**src/rtl/config_switch_box_pkg.sv**
```systemverilog
// Shared definitions for the configurable switch box: select codes, FSM states,
// topology selectors and helpers that locate a track's select field in the config word.
package config_switch_box_pkg;

  localparam logic [1:0] SEL_OFF      = 2'd0;
  localparam logic [1:0] SEL_STRAIGHT = 2'd1;
  localparam logic [1:0] SEL_CW       = 2'd2;
  localparam logic [1:0] SEL_CCW      = 2'd3;

  localparam int MODE_DISJOINT = 0;
  localparam int MODE_WILTON   = 1;

  // Side indices follow config order; clockwise order is t -> r -> b -> l.
  localparam int SIDE_L = 0;
  localparam int SIDE_T = 1;
  localparam int SIDE_R = 2;
  localparam int SIDE_B = 3;

  typedef enum logic [1:0] {
    IDLE   = 2'd0,
    SHIFT  = 2'd1,
    COMMIT = 2'd2
  } sb_state_e;

  function automatic int side_offset(input int side, input int width);
    return 2 * width * side;
  endfunction

  function automatic int sel_offset(input int side, input int track, input int width);
    return side_offset(side, width) + 2 * track;
  endfunction

  function automatic int opposite_side(input int side);
    return (side + 2) % 4;
  endfunction

  function automatic int cw_side(input int side);
    return (side + 1) % 4;
  endfunction

  function automatic int ccw_side(input int side);
    return (side + 3) % 4;
  endfunction

endpackage

```
**src/rtl/sb_track_mux.sv**
```systemverilog
// One output track of one side: picks straight/clockwise/counter-clockwise source
// track according to its 2-bit select code and the topology.
module sb_track_mux
  import config_switch_box_pkg::*;
#(
  parameter int WIDTH = 3,
  parameter int MODE  = 0,
  parameter int IDX   = 0
) (
  input  logic [1:0]       sel_i,
  input  logic             valid_i,
  input  logic [WIDTH-1:0] opp_i,
  input  logic [WIDTH-1:0] cw_i,
  input  logic [WIDTH-1:0] ccw_i,
  output logic             out_o,
  output logic             oe_o
);
  // Wilton rotates the turning connections by one track; disjoint keeps the index.
  localparam int CW_IDX  = (MODE == MODE_WILTON) ? (IDX + 1) % WIDTH : IDX;
  localparam int CCW_IDX = (MODE == MODE_WILTON) ? (IDX + WIDTH - 1) % WIDTH : IDX;

  always_comb begin
    out_o = 1'b0;
    case (sel_i)
      SEL_STRAIGHT: out_o = opp_i[IDX];
      SEL_CW:       out_o = cw_i[CW_IDX];
      SEL_CCW:      out_o = ccw_i[CCW_IDX];
      default:      out_o = 1'b0;
    endcase
  end

  assign oe_o = valid_i && (sel_i != SEL_OFF);

endmodule

```
**src/rtl/config_switch_box.sv**
```systemverilog
// Serially programmed switch box: parity-protected shift chain, commit FSM that
// loads the active routing config only on a clean check, and per-track muxes.
module config_switch_box
  import config_switch_box_pkg::*;
#(
  parameter int WIDTH = 3,
  parameter int MODE  = 0
) (
  input  logic             prog_clk,
  input  logic             prog_rst,
  input  logic             prog_en,
  input  logic             prog_in,
  input  logic             prog_rdbk,
  output logic             prog_out,
  input  logic [WIDTH-1:0] l_in,
  input  logic [WIDTH-1:0] t_in,
  input  logic [WIDTH-1:0] r_in,
  input  logic [WIDTH-1:0] b_in,
  output logic [WIDTH-1:0] l_out,
  output logic [WIDTH-1:0] t_out,
  output logic [WIDTH-1:0] r_out,
  output logic [WIDTH-1:0] b_out,
  output logic [WIDTH-1:0] l_oe,
  output logic [WIDTH-1:0] t_oe,
  output logic [WIDTH-1:0] r_oe,
  output logic [WIDTH-1:0] b_oe,
  output logic             cfg_valid,
  output logic             cfg_err
);
  localparam int N = 8 * WIDTH;

  sb_state_e      state_q, state_d;
  logic [N:0]     chain_q, chain_d;
  logic [N-1:0]   config_q, config_d;
  logic           valid_q, valid_d;
  logic           err_q, err_d;

  always_ff @(posedge prog_clk or posedge prog_rst) begin
    if (prog_rst) begin
      state_q  <= IDLE;
      chain_q  <= '0;
      config_q <= '0;
      valid_q  <= 1'b0;
      err_q    <= 1'b0;
    end else begin
      state_q  <= state_d;
      chain_q  <= chain_d;
      config_q <= config_d;
      valid_q  <= valid_d;
      err_q    <= err_d;
    end
  end

  always_comb begin
    state_d  = state_q;
    chain_d  = chain_q;
    config_d = config_q;
    valid_d  = valid_q;
    err_d    = err_q;

    // Shifting wins over readback; the commit below still sees the pre-shift chain.
    if (prog_en) begin
      chain_d = {chain_q[N-1:0], prog_in};
    end else if (state_q == IDLE && prog_rdbk) begin
      chain_d = {^config_q, config_q};
    end

    case (state_q)
      IDLE:   if (prog_en) state_d = SHIFT;
      SHIFT:  if (!prog_en) state_d = COMMIT;
      COMMIT: begin
        if (^chain_q == 1'b0) begin
          config_d = chain_q[N-1:0];
          valid_d  = 1'b1;
          err_d    = 1'b0;
        end else begin
          err_d    = 1'b1;
        end
        state_d = prog_en ? SHIFT : IDLE;
      end
      default: state_d = IDLE;
    endcase
  end

  assign prog_out  = chain_q[N];
  assign cfg_valid = valid_q;
  assign cfg_err   = err_q;

  logic [3:0][WIDTH-1:0] side_in;
  logic [3:0][WIDTH-1:0] side_out;
  logic [3:0][WIDTH-1:0] side_oe;

  assign side_in = {b_in, r_in, t_in, l_in};

  generate
    for (genvar gi = 0; gi < 4; gi++) begin : g_side
      for (genvar gj = 0; gj < WIDTH; gj++) begin : g_track
        sb_track_mux #(
          .WIDTH (WIDTH),
          .MODE  (MODE),
          .IDX   (gj)
        ) u_mux (
          .sel_i   (config_q[sel_offset(gi, gj, WIDTH) +: 2]),
          .valid_i (valid_q),
          .opp_i   (side_in[opposite_side(gi)]),
          .cw_i    (side_in[cw_side(gi)]),
          .ccw_i   (side_in[ccw_side(gi)]),
          .out_o   (side_out[gi][gj]),
          .oe_o    (side_oe[gi][gj])
        );
      end
    end
  endgenerate

  assign {b_out, r_out, t_out, l_out} = side_out;
  assign {b_oe, r_oe, t_oe, l_oe}     = side_oe;

endmodule

```
**config.mk**
```make
export PLATFORM = sky130hd
export DESIGN_NAME = config_switch_box
export DESIGN_NICKNAME = d
export VERILOG_FILES = /design/src/rtl/config_switch_box_pkg.sv /design/src/rtl/sb_track_mux.sv /design/src/rtl/config_switch_box.sv
export SDC_FILE = /design/constraint.sdc
export NUM_CORES = 1
export LEC_CHECK = 0
export CAP_MARGIN = 10
export CORE_MARGIN = 1.5
export CORE_UTILIZATION = 35
export DETAILED_ROUTE_END_ITERATION = 10
export HOLD_SLACK_MARGIN = 0.1
export SLEW_MARGIN = 5
export SYNTH_ARGS = -nofsm -noshare
export SYNTH_HDL_FRONTEND = slang
export SYNTH_SLANG_ARGS = --single-unit
```
**constraint.sdc**
```tcl
create_clock -name prog_clk -period 3.6 [get_ports prog_clk]
set_input_delay 0.72 -clock prog_clk [delete_from_list [all_inputs] [get_ports prog_clk]]
set_output_delay 0.72 -clock prog_clk [all_outputs]
set_load 0.02 [all_outputs]
```
==> flow_metrics.tcl, run 1 <==
set metrics [dict create \
    status "complete, no violations" \
    synthToLayoutAreaGrowth_pct 13.2 \
    design_power_total_w 0.00365 \
    tritoncts "yes" \
    die_y_um 105 \
    r2r_cells 7 \
    rr_endpoint "config_q[21]" \
    yosysUniqueCellTypes 27 \
    grt_pass1_wl_um 12000 \
    first_iter_violations 284 \
    grt_setup_unrepaired "no" \
    startpoint_type "input pin" \
    n_antenna_cell 0 \
    p_per_area_mw_per_mm2 894 \
    start_util_pct 36.5 \
    syn_nets 390 \
    cts_hold_buf 0 \
    regArea_mm2 0.00133 \
    hold_path_class "flip-flop to flip-flop" \
    slew_headroom_pct 18.2 \
    cts_resized 0 \
    clock_latency_ns 0.31 \
    swShare_pct 40.9 \
    via_per_inst 4.84 \
    grt_max_degree 42 \
    p_sw_w 0.00149 \
    cp_max_fo 3 \
    synth-seq-cells 53 \
    ys_warn_count 0 \
    syn_area_mm2 0.00361 \
    fin_worst_skew_ns 0.00774 \
    wire_per_inst_um 15.1 \
    ant_nets 0 \
    cts-root-buf "clkbuf_8" \
    ios 44 \
    vias 2330 \
    drv_cap 0 \
    p_clk_share_pct 9.2 \
    min_to "state_q[0]" \
    setup_tns_ns 0 \
    num_rows 36 \
    clk_path_buf_depth 2 \
    drc_errors 0 \
    htree_levels 2 \
    leakagePower_nw 1.89 \
    seq_power_share_pct 29.3 \
    arrival_ns 2.17 \
    seq_area_frac_synth_pct 36.7 \
    drv_slew 0 \
    die_w_um 105 \
    hold_violations 0 \
    fin_crit_ns 2.89 \
    post_cts_buffers 0 \
    fin_nets 412 \
    path_class "input pin to primary output" \
    cts_sinks 53 \
    cts_buffers 5 \
    drive_gt1_share_pct 12.6 \
    multi_input_area_mm2 0.00188 \
    place.gp.congestion 0.777 \
    dpl.hpwl_um 5450 \
    clkTransAtPathRegs_ns 0.10 \
    dieArea_mm2 0.0109 \
    hold_depth 1 \
    reg2reg_slack_ns 1.06 \
    wl_um 7250 \
    ir_worst_vdd_mv 0.478 \
    coreArea_mm2 0.00991 \
    first_pass_iters 7 \
    internal_power_w 0.00216 \
    overflow 0 \
    fill_cells 952 \
    tightest_slew_ns 1.22 \
    grt_pass1_vias 2357 \
    fin_crit_sh_pct 80.2 \
    ys_top_cells_by_area "dfrtp_1 37%, ha_1 17%, mux2_4 7.9%, a222oi_1 7.5%, xnor2_1 6.1%" \
    synth_top_area_cell "dfrtp_1" \
    holdCritStartpoint "state_q[0]" \
    track_usage_pct 13.8 \
    required_ns 2.88 \
    setup_viol 0 \
    fmax_mhz 346 \
    combPwrFrac_pct 61.5 \
    synth_top_area_share_pct 36.7 \
    postSynthAreaPerCell_um2 11.1 \
    reg2reg_from "chain_q[11]" \
    io_buffers 43 \
    synthCells 325 \
    antenna_found_initial 0 \
    endpoint_kind "primary output" \
]
-- Yosys cell counts, drive strengths merged --
| cell | number |
|---|---|
| xnor3 | 2 |
| xor2 | 4 |
| a22oi | 1 |
| ha | 48 |
| o21ai | 2 |
| or2 | 1 |
| nor3b | 1 |
| nor3 | 1 |
| dfrtp | 53 |
| or3 | 1 |
| nor2 | 32 |
| o22ai | 9 |
| buf | 27 |
| nand2b | 1 |
| a222oi | 27 |
| xnor2 | 27 |
| nor2b | 14 |
| inv | 41 |
| a21oi | 1 |
| clkbuf | 7 |
| mux2 | 25 |
-- routing by layer --
| layer | vias up | global-route usage (%) | share of wire [%] |
|---|---|---|---|
| li1 | 1129 | - | - |
| met5 | - | 0 | 0 |
| met3 | 7 | 2.62 | 4.1 |
| met2 | 57 | 22.0 | 46 |
| met1 | 1137 | 19.6 | 49 |
| met4 | 0 | 2.45 | 0.73 |
-- placed cells by master (no fill, tap or decap) --
cell             netlist  layout
dfrtp_1               53      53
ha_1                  48      48
clkdlybuf4s50_1        0      43
inv_1                 41      40
nor2_1                32      32
a222oi_1              27      27
xnor2_1               25      25
mux2_4                19      19
nor2b_1               13      13
o22ai_1                9       9
mux2_2                 6       6
buf_4                 24       6
clkbuf_8               0       5
xor2_1                 4       4
clkinvlp_4             0       3
xnor2_2                2       2
xnor3_1                2       2
nand2b_1               1       1
o21ai_1                1       1
or3_1                  1       1
a21oi_1                1       1
nor2b_2                1       1
or2_2                  1       1
a22oi_1                1       1
o21ai_0                1       1
inv_2                  0       1
nor3b_1                1       1
nor3_1                 1       1
-- kinds of logic after synthesis --
| group | Yosys count | synth area share [%] |
|---|---|---|
| buf+inv | 75 | 11.4 |
| xor+xnor | 33 | 9.18 |
| simple gates | 51 | 6.68 |
| flops | 53 | 36.7 |
| fa+ha+maj | 48 | 16.6 |
| mux | 25 | 9.76 |
| compound gates | 40 | 9.66 |
-- registers in the layout, indices dropped and copies added, names as in the netlist --
| name | cells |
|---|---|
| cfg_err | 1 |
| cfg_valid | 1 |
| chain_q | 25 |
| config_q | 24 |
| state_q | 2 |
-- power by group through the flow --
stage | clock network [W] | logic, W | registers (W)
floorplan | 0 | 0.00191 | 0.000995
global placement | 0 | 0.00224 | 0.00107
detailed placement | 0 | 0.00226 | 0.00109
CTS | 0.000347 | 0.00228 | 0.00107
global route | 0.000375 | 0.00246 | 0.00111
finish | 0.000337 | 0.00225 | 0.00107
-- critical path: stages --
cell             delay (ns)
clkdlybuf4s50_1        0.45
a222oi_1               0.39
nor2_1                 0.07
clkdlybuf4s50_1        0.54
-- stage by stage --
step	hold WS, ns	area, um2	utilization [%]	cells	setup slack [ns]
finish	0.493	4090	41.3	481	0.713
global route	0.528	4090	41.3	481	0.643
CTS	0.491	4090	41.3	481	0.713
detailed placement	0.479	4000	40.3	473	0.712
global placement	0.469	4000	40.3	473	0.752
floorplan	0.449	3610	-	325	1.45
-- area by class of cell --
class | instances | area share (%)
multi-input combinational | 197 | 45.9
sequential | 53 | 32.4
timing repair buffer | 49 | 11.6
tap | 133 | 4.07
inverter | 41 | 3.76
clock buffer | 5 | 1.68
clock inverter | 3 | 0.551
-- worst max-delay path by stage --
stage                 from           end  slack, ns  cells after the start
2_1_floorplan  chain_q[24]  config_q[10]       1.45                      8
3_3_place_gp       r_in[0]      b_out[0]       0.75                      4
3_5_place_dp       r_in[1]      l_out[1]       0.71                      4
4_1_cts            r_in[1]      l_out[1]       0.71                      4
5_1_grt            r_in[1]      l_out[1]       0.64                      4
6_report           r_in[1]      l_out[1]       0.71                      4
No activity file was read; power rests on OpenSTA's default activity.
==> inputs of run 2 (changes only) <==
- clock period: 3.6 -> 2.9 ns (I/O delays scaled with it)
==> run 2 against run 1 <==
Critical endpoint unchanged; die area did not move; hold slack improved by 0.0070 ns; critical path type unchanged; first-iteration DRC count shrank 25%; sequential power grew 24%; cell area is 1.2% higher; clock skew about the same; count of clock-buffer cells in the layout unchanged.
==> flow_metrics.tcl, run 2 (synthesis gave the netlist of run 1 again) <==
set metrics [dict create \
    n_antenna_cell 0 \
    slew_headroom_pct 23.9 \
    place.gp.congestion 0.791 \
    setup_tns_ns 0 \
    via_per_inst 4.88 \
    top_register "chain_q" \
    tritoncts "yes" \
    die_w_um 105 \
    clk_path_buf_depth 2 \
    ios 44 \
    io_buffers 43 \
    fin_crit_sh_pct 89.0 \
    final_common_cell "dfrtp_1" \
    seq_power_share_pct 28.1 \
    required_ns 2.32 \
    endpoint_kind "primary output" \
    met2_usage_pct 22.6 \
    dpl.hpwl_um 5400 \
    cp_max_fo 3 \
    dieArea_mm2 0.0109 \
    drive_gt1_share_pct 12.4 \
    internal_power_w 0.00288 \
    ant_nets 0 \
    largestRegisters "chain_q (25), config_q (24), state_q (2)" \
    clkTransAtPathRegs_ns 0.10 \
    combPwrFrac_pct 59.4 \
    overflow 0 \
    regArea_mm2 0.00133 \
    grt_pass1_vias 2320 \
    ir_worst_vdd_mv 0.707 \
    first_pass_iters 5 \
    clock_latency_ns 0.31 \
    arrival_ns 2.00 \
    fill_cells 972 \
    largest_reg_flops 25 \
    hold_violations 0 \
    fin_nets 411 \
    hold_path_class "flip-flop to flip-flop" \
    leakagePower_nw 1.92 \
    grt_setup_unrepaired "no" \
    cts-root-buf "clkbuf_8" \
    fmax_mhz 388 \
    design_power_total_w 0.00474 \
    path_class "input pin to primary output" \
    p_sw_w 0.00186 \
    startpoint_type "input pin" \
    htree_levels 2 \
    antenna_found_initial 0 \
    swShare_pct 39.3 \
    coreArea_mm2 0.00991 \
    cts_resized 0 \
    r2r_cells 7 \
    cts_sinks 53 \
    fin_worst_skew_ns 0.00740 \
    setup_viol 0 \
    fin_crit_ns 2.58 \
    wl_um 7230 \
    most-common-layout-cells "53 x dfrtp_1, 48 x ha_1, 43 x clkdlybuf4s50_1" \
    drv_slew 0 \
    post_cts_buffers 0 \
    p_per_area_mw_per_mm2 1150 \
    p_clk_share_pct 12.5 \
    start_util_pct 36.5 \
    track_usage_pct 13.9 \
    tightest_slew_ns 1.14 \
    drv_cap 0 \
    cts_buffers 5 \
    vias 2340 \
    first_iter_violations 214 \
    grt_pass1_wl_um 12200 \
    synthToLayoutAreaGrowth_pct 14.5 \
    grt_use_met1_pct 19.2 \
    grt_max_degree 26 \
    status "complete, no violations" \
    hold_depth 1 \
    multi_input_area_mm2 0.00188 \
    use_met3_pct 2.56 \
    die_y_um 105 \
    drc_errors 0 \
    num_rows 36 \
    wire_per_inst_um 15.1 \
    cts_hold_buf 0 \
    busiest_layer "met2" \
]
==> run 2: final timing paths <==
kind                                end   startpoint  slack [ns]
setup reg to reg           config_q[22]  chain_q[11]        0.51
max in group asynchronous   config_q[0]     prog_rst        1.74
hold reg to reg              state_q[0]   state_q[0]        0.50
setup / recovery               l_out[1]      r_in[1]        0.32
hold / removal               state_q[0]   state_q[0]        0.50
min in group asynchronous   chain_q[21]     prog_rst        0.56
==> run 2: through the flow <==
stage / area, um2 / utilization (%) / worst slack (ns) / std cells / hold WS, ns
detailed placement: 4000 / 40.4 / 0.323 / 472 / 0.495
floorplan: 3610 / - / 0.746 / 325 / 0.449
global route: 4140 / 41.7 / 0.174 / 480 / 0.526
global placement: 4000 / 40.4 / 0.333 / 472 / 0.471
finish: 4140 / 41.7 / 0.320 / 480 / 0.500
CTS: 4140 / 41.7 / 0.317 / 480 / 0.507
==> run 2: metal layers <==
layer / wire (um) / up-vias
met5: 0 / -
met4: 78 / 0
met3: 332 / 7
met2: 3310 / 61
met1: 3510 / 1150
li1: - / 1122
==> run 2: final cells by class <==
cell class,count,share of cell area [%]
Clock inverter,3,1.57
Sequential cell,53,32.1
Tap cell,133,4.02
Clock buffer,5,1.66
Inverter,41,3.72
Timing Repair Buffer,48,11.6
Multi-Input combinational cell,197,45.3
==> run 2: worst max-delay path: stages <==
cell             delay (ns)
clkdlybuf4s50_1        0.45
a222oi_1               0.36
nor2_1                 0.07
clkdlybuf4s50_1        0.54
==> run 2: power by group through the flow <==
stage | logic [W] | clock network [W] | registers (W)
finish | 0.00282 | 0.000591 | 0.00133
global route | 0.00307 | 0.000640 | 0.00139
CTS | 0.00285 | 0.000597 | 0.00134
detailed placement | 0.00282 | 0 | 0.00135
global placement | 0.00280 | 0 | 0.00133
floorplan | 0.00238 | 0 | 0.00124
==> inputs of run 3 (changes only) <==
- PLACE_DENSITY_LB_ADDON: unset -> 0.3
- SYNTH_HIERARCHICAL: unset -> 1
==> run 3 against run 2 <==
Utilization increased by 2.2 points; count of clock-buffer cells in the layout increased by 2; area after synthesis decreased by 18%; hold slack got worse by 0.0063 ns; combinational power increased by 13%; critical endpoint unchanged.
==> flow_metrics.tcl, run 3 <==
set metrics [dict create \
    postSynthAreaPerCell_um2 11.1 \
    ant_nets 0 \
    seq_area_frac_synth_pct 44.6 \
    most-common-layout-cells "53 x dfrtp_1, 46 x nor2_1, 43 x clkdlybuf4s50_1" \
    clk_path_buf_depth 2 \
    drv_slew 0 \
    synthFlopType "dfrtp_1" \
    slew_headroom_pct 36.6 \
    via_per_inst 5.00 \
    track_usage_pct 16.3 \
    cts_hold_buf 0 \
    fin_area_mm2 0.00361 \
    cp_max_fo 3 \
    fin_nets 329 \
    fmax_mhz 393 \
    grt_setup_unrepaired "no" \
    antenna_found_initial 0 \
    required_ns 2.32 \
    synth_most_common_cell "dfrtp_1" \
    die_y_um 95.2 \
    hold_path_class "flip-flop to flip-flop" \
    vias 2092 \
    first_pass_iters 4 \
    cts_resized 0 \
    arrival_ns 1.96 \
    design_power_total_w 0.00519 \
    n_antenna_cell 0 \
    place_ws_ns 0.366 \
    p_per_area_mw_per_mm2 1440 \
    grt_pass1_vias 2030 \
    hold_violations 0 \
    largestRegisters "chain_q (25), config_q (24), state_q (2)" \
    placed_area_mm2 0.00351 \
    fin_worst_skew_ns 0.0128 \
    top_register "chain_q" \
    dieArea_mm2 0.00906 \
    drv_cap 0 \
    ir_worst_vdd_mv 0.553 \
    cts_sinks 53 \
    synth_edf_count 0 \
    fin_crit_sh_pct 87.7 \
    startpoint_type "input pin" \
    overflow 0 \
    grt_pass1_wl_um 11100 \
    post_cts_buffers 0 \
    place.gp.congestion 0.777 \
    tritoncts "yes" \
    setup_tns_ns 0 \
    wire_per_inst_um 16.2 \
    drc_errors 0 \
    yosysUniqueCellTypes 26 \
    tightest_slew_ns 0.951 \
    cts-root-buf "clkbuf_8" \
    start_util_pct 36.2 \
    synth_top_area_cell "dfrtp_1" \
    first_iter_violations 109 \
    syn_area_mm2 0.00298 \
    syn_nets 284 \
    drive_gt1_share_pct 13.4 \
    status "complete, no violations" \
    async_flop_share_pct 100 \
    clkTransAtPathRegs_ns 0.10 \
    fin_ws_ns 0.356 \
    final_util_pct 43.9 \
    final_common_cell "dfrtp_1" \
    synth-seq-cells 53 \
    setup_viol 0 \
    wl_um 6790 \
    ys_warn_count 6 \
    coreArea_mm2 0.00822 \
    die_w_um 95.2 \
    largest_reg_flops 25 \
    cts_buffers 5 \
    ys_top_cells_by_area "dfrtp_1 45%, xnor2_1 11%, mux2_4 9.1%, mux2i_1 8.4%, nor2_1 5.8%" \
    num_rows 33 \
    dpl.hpwl_um 4760 \
    synthToLayoutAreaGrowth_pct 21.4 \
    synth_top_area_share_pct 44.6 \
    clock_latency_ns 0.31 \
    path_class "input pin to primary output" \
    grt_max_degree 26 \
    endpoint_kind "primary output" \
    htree_levels 2 \
    fin_crit_ns 2.54 \
    io_buffers 43 \
    leakagePower_nw 1.48 \
    yosys-top-cells-count "53 x dfrtp_1, 46 x nor2_1, 37 x xnor2_1" \
    synthCells 267 \
    ios 44 \
]
[run 3: cell count changes after synthesis, sizes merged, moves of 12 or more]
cell    before  now
ha          48    0
inv         41    4
a222oi      27    0
mux2i        0   25
buf         27    3
nand2        0   14
nor2        32   46
o22ai        9   23
nor2b       14    2
o21a         0   12
xnor2       27   39
[run 3: logic make-up after synthesis]
| group | count (synthesis) | share of synthesized area [%] |
|---|---|---|
| XOR/XNOR | 45 | 14.7 |
| AND/OR/NAND/NOR | 66 | 8.96 |
| AO/OA/AOI/OAI | 39 | 8.79 |
| flip-flops | 53 | 44.6 |
| buffers and inverters | 15 | 3.24 |
| multiplexers | 49 | 19.8 |
[run 3: per-layer routing]
layer	track usage [%]	vias to the layer above	routed length [um]
li1	-	1005	-
met1	23.2	1050	3360
met2	26.1	31	3170
met3	2.39	6	182
met4	3.73	0	68
met5	0	-	0
[run 3: per-stage QoR]
step	hold WS [ns]	std cells
2_1_floorplan	0.452	267
3_3_place_gp	0.476	410
3_5_place_dp	0.481	410
4_1_cts	0.494	418
5_1_grt	0.517	418
6_report	0.494	418
[run 3: final timing paths]
| path | startpoint | endpoint | slack, ns | depth (start not counted) |
|---|---|---|---|---|
| setup / recovery | b_in[1] | l_out[1] | 0.36 | 4 |
| hold / removal | state_q[0] | state_q[0] | 0.49 | 1 |
| setup reg to reg | chain_q[16] | config_q[3] | 0.51 | 7 |
| hold reg to reg | state_q[0] | state_q[0] | 0.49 | 1 |
| max in group asynchronous | prog_rst | chain_q[3] | 1.70 | 3 |
| min in group asynchronous | prog_rst | config_q[11] | 0.60 | 2 |
[run 3: final cells by class]
| class | instances | area (um2) |
|---|---|---|
| fill | 769 | 4610 |
| inverter | 5 | 18.8 |
| tap | 105 | 131 |
| sequential | 53 | 1330 |
| clock buffer | 7 | 96.3 |
| multi-input combinational | 199 | 1550 |
| clock inverter | 1 | 5.00 |
| timing repair buffer | 48 | 480 |
[run 3: worst max-delay path, cell delays in order]
cell             delay [ns]
clkdlybuf4s50_1        0.50
mux2i_1                0.09
mux2i_1                0.16
clkdlybuf4s50_1        0.63
[run 3: power breakdown]
group / switching (W) / leakage, nW / internal [W]
clock: 0.000238 / 0.0542 / 0.000216
sequential: 0.000519 / 0.589 / 0.00103
combinational: 0.00129 / 0.839 / 0.00189
